File: src/rtl/eeg_pea_out_collector.sv
// eeg_pea_out_collector: round-robin collector from PE output streams into the ORAM write port.
// One registered write stage; DONE pulses once every PE has sent its last beat and the stage drained.
module eeg_pea_out_collector #(
    parameter int unsigned PE_NUM      = 16,
    parameter int unsigned DATA_OUT_DW = 8,
    parameter int unsigned OMUX_ADD_AW = 8,
    parameter int unsigned ORAM_ADD_AW = 10,
    parameter int unsigned PE_IDX_AW   = 4
) (
    input  logic                          clk,
    input  logic                          rst,
    input  logic                          CFG_START,
    input  logic [ORAM_ADD_AW-1:0]        CFG_OUT_BASE,
    output logic                          IS_IDLE,
    output logic                          DONE,
    input  logic [PE_NUM-1:0]             OUT_VLD,
    input  logic [PE_NUM-1:0]             OUT_LST,
    output logic [PE_NUM-1:0]             OUT_RDY,
    input  logic [PE_NUM*DATA_OUT_DW-1:0] OUT_DAT,
    input  logic [PE_NUM*OMUX_ADD_AW-1:0] OUT_ADD,
    output logic                          ORAM_VLD,
    input  logic                          ORAM_RDY,
    output logic [ORAM_ADD_AW-1:0]        ORAM_ADD,
    output logic [PE_IDX_AW-1:0]          ORAM_BNK,
    output logic [DATA_OUT_DW-1:0]        ORAM_DAT
);

    typedef enum logic [1:0] {
        ST_IDLE = 2'd0,
        ST_RUN  = 2'd1,
        ST_FIN  = 2'd2
    } state_e;

    state_e                   state_q, state_d;
    logic                     st_idle_c, st_run_c, st_fin_c;

    logic [ORAM_ADD_AW-1:0]   base_q, base_d;
    logic [PE_NUM-1:0]        lst_seen_q, lst_seen_d;
    logic [PE_IDX_AW-1:0]     rr_ptr_q, rr_ptr_d;
    logic                     oram_vld_q, oram_vld_d;
    logic [ORAM_ADD_AW-1:0]   oram_add_q, oram_add_d;
    logic [PE_IDX_AW-1:0]     oram_bnk_q, oram_bnk_d;
    logic [DATA_OUT_DW-1:0]   oram_dat_q, oram_dat_d;

    logic                     stg_free_c;
    logic                     lst_all_c;
    logic [PE_NUM-1:0]        req_c;
    logic                     gnt_vld_c;
    logic [PE_IDX_AW-1:0]     gnt_idx_c;
    logic [PE_IDX_AW-1:0]     gnt_nxt_c;
    logic [DATA_OUT_DW-1:0]   gnt_dat_c;
    logic [OMUX_ADD_AW-1:0]   gnt_add_c;
    logic                     gnt_lst_c;
    logic [31:0]              best_dist_c;
    logic [31:0]              dist_c;

    assign stg_free_c = ~oram_vld_q | ORAM_RDY;
    assign lst_all_c  = &lst_seen_q;

    // State register
    always_ff @(posedge clk) begin
        if (rst) begin
            state_q <= ST_IDLE;
        end else begin
            state_q <= state_d;
        end
    end

    // Next-state: start from IDLE, finish once all LSTs seen and the stage is drained
    always_comb begin
        state_d = state_q;
        case (state_q)
            ST_IDLE: if (CFG_START) state_d = ST_RUN;
            ST_RUN:  if (lst_all_c && stg_free_c) state_d = ST_FIN;
            ST_FIN:  state_d = ST_IDLE;
            default: state_d = ST_IDLE;
        endcase
    end

    // State decode outputs
    always_comb begin
        st_idle_c = 1'b0;
        st_run_c  = 1'b0;
        st_fin_c  = 1'b0;
        case (state_q)
            ST_IDLE: st_idle_c = 1'b1;
            ST_RUN:  st_run_c  = 1'b1;
            ST_FIN:  st_fin_c  = 1'b1;
            default: st_idle_c = 1'b0;
        endcase
        IS_IDLE = st_idle_c;
        DONE    = st_fin_c;
    end

    // Round-robin arbiter: pick the eligible PE closest to rr_ptr (modular distance)
    always_comb begin
        req_c       = OUT_VLD & ~lst_seen_q;
        best_dist_c = 32'(PE_NUM);
        dist_c      = '0;
        gnt_idx_c   = '0;
        gnt_dat_c   = '0;
        gnt_add_c   = '0;
        gnt_lst_c   = 1'b0;
        for (int unsigned i = 0; i < PE_NUM; i++) begin
            dist_c = 32'(i) + 32'(PE_NUM) - 32'(rr_ptr_q);
            if (dist_c >= 32'(PE_NUM)) dist_c = dist_c - 32'(PE_NUM);
            if (req_c[i] && (dist_c < best_dist_c)) begin
                best_dist_c = dist_c;
                gnt_idx_c   = PE_IDX_AW'(i);
                gnt_dat_c   = OUT_DAT[i*DATA_OUT_DW +: DATA_OUT_DW];
                gnt_add_c   = OUT_ADD[i*OMUX_ADD_AW +: OMUX_ADD_AW];
                gnt_lst_c   = OUT_LST[i];
            end
        end
        gnt_vld_c = st_run_c & stg_free_c & (best_dist_c < 32'(PE_NUM));
        gnt_nxt_c = (32'(gnt_idx_c) == 32'(PE_NUM) - 32'd1) ? '0 : gnt_idx_c + PE_IDX_AW'(1);
        OUT_RDY   = gnt_vld_c ? (PE_NUM'(1) << gnt_idx_c) : '0;
    end

    // Datapath next-state: config latch, LST tracking, write stage load/drain
    always_comb begin
        base_d     = base_q;
        lst_seen_d = lst_seen_q;
        rr_ptr_d   = rr_ptr_q;
        oram_vld_d = oram_vld_q;
        oram_add_d = oram_add_q;
        oram_bnk_d = oram_bnk_q;
        oram_dat_d = oram_dat_q;
        if (st_idle_c && CFG_START) begin
            base_d     = CFG_OUT_BASE;
            lst_seen_d = '0;
        end
        if (gnt_vld_c) begin
            oram_vld_d = 1'b1;
            oram_add_d = base_q + ORAM_ADD_AW'(gnt_add_c);
            oram_bnk_d = gnt_idx_c;
            oram_dat_d = gnt_dat_c;
            rr_ptr_d   = gnt_nxt_c;
            if (gnt_lst_c) lst_seen_d[gnt_idx_c] = 1'b1;
        end else if (ORAM_RDY) begin
            oram_vld_d = 1'b0;
        end
    end

    // Datapath registers
    always_ff @(posedge clk) begin
        if (rst) begin
            base_q     <= '0;
            lst_seen_q <= '0;
            rr_ptr_q   <= '0;
            oram_vld_q <= 1'b0;
            oram_add_q <= '0;
            oram_bnk_q <= '0;
            oram_dat_q <= '0;
        end else begin
            base_q     <= base_d;
            lst_seen_q <= lst_seen_d;
            rr_ptr_q   <= rr_ptr_d;
            oram_vld_q <= oram_vld_d;
            oram_add_q <= oram_add_d;
            oram_bnk_q <= oram_bnk_d;
            oram_dat_q <= oram_dat_d;
        end
    end

    assign ORAM_VLD = oram_vld_q;
    assign ORAM_ADD = oram_add_q;
    assign ORAM_BNK = oram_bnk_q;
    assign ORAM_DAT = oram_dat_q;

endmodule

File: config.mk
export PLATFORM = sky130hd
export DESIGN_NAME = eeg_pea_out_collector
export DESIGN_NICKNAME = d
export VERILOG_FILES = /design/src/rtl/eeg_pea_out_collector.sv
export SDC_FILE = /design/constraint.sdc
export NUM_CORES = 1
export LEC_CHECK = 0
export BUFFER_PORTS_ARGS = -buffer_cell sky130_fd_sc_hd__buf_4
export CAP_MARGIN = 20
export CELL_PAD_IN_SITES_DETAIL_PLACEMENT = 1
export CELL_PAD_IN_SITES_GLOBAL_PLACEMENT = 2
export CORE_UTILIZATION = 29
export DETAILED_ROUTE_END_ITERATION = 7
export GPL_TIMING_DRIVEN = 0
export PLACE_DENSITY = 0.95
export SLEW_MARGIN = 20
export SYNTH_ARGS = -nofsm -noshare
export SYNTH_HDL_FRONTEND = slang
export SYNTH_SLANG_ARGS = --single-unit
File: constraint.sdc
create_clock -name clk -period 164.4 [get_ports clk]
set_input_delay 41.1 -clock clk [delete_from_list [all_inputs] [get_ports clk]]
set_output_delay 41.1 -clock clk [all_outputs]
set_load 0.005 [all_outputs]
==> summary.txt <==
Crit path top cell by count -> ha_1
Hold_ws -> 0.4628 ns
Nets -> 2093
Multiplexer share of the synthesized area -> 0.03867
Share of post-route cells with drive strength above 1 -> 0.2566
Worst-skew pair later-pin latency -> 0.30 ns
Max Clock Freq -> 8.602 MHz
GR Overflow Total -> 0
Area share of and/or/nand/nor cells after synthesis -> 0.2709
Die height -> 178.7 microns
Area of the multi-input gates -> 0.007523 sq mm
IO buf count -> 341
Layout fillers -> 4066
Syn_area_per_cell -> 6.755 sq um
Worst-margin pin slew -> 0.9721 ns
HP Class -> flop to flop
Via count -> 11780
GR Util All Layers -> 0.2693
CTS resizes -> 0
Post-synthesis xor/xnor area fraction -> 0.01630
Final ANT Viol Nets -> 0
Worst Setup Start Kind -> primary input
Worst r2r src -> rr_ptr_q[1]
Post-CTS Hold Fix Bufs -> 0
Post-synth EDFFs -> 0
ANT cells -> 0
Largest family of logic cells by synthesized area -> compound AO/OA/AOI/OAI gates
Clock skew -> 0.01020 ns
Drt pass-1 iters -> 5
Layout area overhead -> 36.49%
Most frequent cells in the layout -> buf_4, nand2_1, nor2_1, a21oi_1, ha_1
CTS tree -> yes
CP max-delay cell -> clkbuf_1
Via count normalized by instance count -> 5.589
Synth cell types -> 103
Cells after synthesis -> 1341
Critical Path Sink Type -> output pin
CP Class -> primary input to output pin
Detailed Route WL -> 45650 microns
RSZ-0062 raised after global routing -> no
Critical Path RT -> 123.30 ns
CTS Root Cell -> clkbuf_16
Fraction of registers with async set or reset after synthesis -> 0
Placed insts -> 2099
Endpoints failing setup -> 0
Wire per inst -> 21.67 microns
Longest Clk Path Bufs -> 2
Worst setup startpoint -> OUT_VLD[0]
Yosys top cell area share -> 0.1215
Outcome -> completed
Rows -> 64
CTS buffer count -> 5
Critical Path Max Stage Delay -> 0.60 ns
Fin. max-slew vios -> 0
Effective utilization at floorplan -> 0.2954
Critical path arrival -> 75.15 ns
Post-Syn Area -> 0.009059 sq mm
Crit share post-route -> 0.7071
Final Hold Viols -> 0
Adder-cell share of the synthesized area -> 0.1138
Synth Area in Compound Gates -> 0.3814
Most common cell after layout, fill and taps aside -> buf_4
Min-delay src -> ORAM_ADD[3]
Area leader, netlist -> dfxtp_1
Clock-pin slew on the worst setup and hold paths -> 0.08 ns
Non-filler instance count after layout -> 2107
Seq/Total Area, Yosys -> 0.1215
Largest net degree at the start of global routing -> 19
GPL Wtd Cong -> 0.9458
Max H-tree Level -> 2
Die W -> 178.7 microns
Hpwl dp -> 38060 microns
Ys Warns -> 0
Register Area -> 0.001101 sq mm
Core Footprint -> 0.03067 sq mm
Final min period -> 116.25 ns
Setup tns final -> 0 ns
Ys flop type -> dfxtp_1
Worst-path maximum fanout -> 10
Drt drc -> 0
Max-Cap Viols -> 0
Total Die Area -> 0.03195 sq mm
Number of synthesized register bits -> 55
# IOs -> 343
First-pass GRT wire length -> 66340 microns
DR iter-0 viols -> 669
Initial antenna violation count -> 0
Relative slew slack -> 0.3469
Clock sink count -> 55
Vias in the first global route -> 11670
Most area-consuming cells after synthesis -> dfxtp_1, ha_1, a21oi_1
Post-CTS Setup Bufs -> 0
metrics by stage:
| step | instance area [sq um] | setup WS, ns | util |
|---|---|---|---|
| after floorplan | 9138 | 56.00 | - |
| after global placement | 12190 | 49.31 | 0.3976 |
| after detailed placement | 12190 | 48.55 | 0.3976 |
| after CTS | 12360 | 48.45 | 0.4031 |
| after global routing | 12360 | 45.76 | 0.4031 |
| final | 12360 | 48.15 | 0.4031 |
layer usage:
metal	wire, microns	share of wire	global-route usage
met3	2554	0.056	0.03075
met1	19800	0.43	0.3407
met5	0	0	0
met2	21690	0.48	0.4685
met4	1598	0.035	0.09428
cell usage after synthesis, drive strengths merged (7+ instances only):
master  instances
dfxtp          55
and2           25
nand4           7
nor2          178
and3           11
nand3          47
o211ai          9
nand2         192
nor3           15
mux2           10
o21ai          74
a31oi          14
o31ai          12
clkbuf         55
xnor2           8
o21a           10
nand2b         19
a211o          22
a32o           13
a311oi         26
buf            35
or2             8
a21oi         181
a211oi         52
inv            30
nor2b          14
ha             80
a21o           12
mux2i          23
xor2            8
registers in the layout (all words and copies together), names as in the netlist:
signal / flops
lst_seen_q: 16
base_q: 10
ORAM_DAT: 8
ORAM_VLD: 1
rr_ptr_q: 4
ORAM_ADD: 10
state_q: 2
ORAM_BNK: 4
path summary, 6_finish.rpt:
path | slack, ns | cells past startpoint | endpoint
setup / recovery | 48.15 | 135 | OUT_RDY[7]
hold / removal | 0.46 | 2 | ORAM_ADD[3]
setup reg to reg | 127.87 | 143 | ORAM_ADD[9]
hold reg to reg | 0.46 | 2 | ORAM_ADD[3]
cell families (layout without fill, tap and decap cells):
family,count (synthesis),count (layout)
DFF,55,55
muxes,33,33
AOI/OAI and AO/OA,493,493
xor gates and xnor gates,16,16
buffers and inverters,121,470
other,2,23
and+or+nand+nor,539,539
adders and majority gates,82,82
area by class of cell:
type,count,share of cell area
sequential,55,0.08905
buffer,90,0.03208
clock inverter,3,0.003744
inverter,31,0.009411
clock buffer,5,0.01012
tap,396,0.04007
timing repair buffer,341,0.2070
multi-input combinational,1186,0.6085
critical path, delay by kind of cell:
kind | cells | cell delay (ns)
AOI/OAI and AO/OA | 57 | 14.07
muxes | 4 | 1.58
buffers and inverters | 26 | 8.36
and+or+nand+nor | 31 | 4.86
adders and majority gates | 17 | 5.04
Power is not shown: default switching activity piles up to over one toggle a cycle in this logic, so the estimate is an artifact.
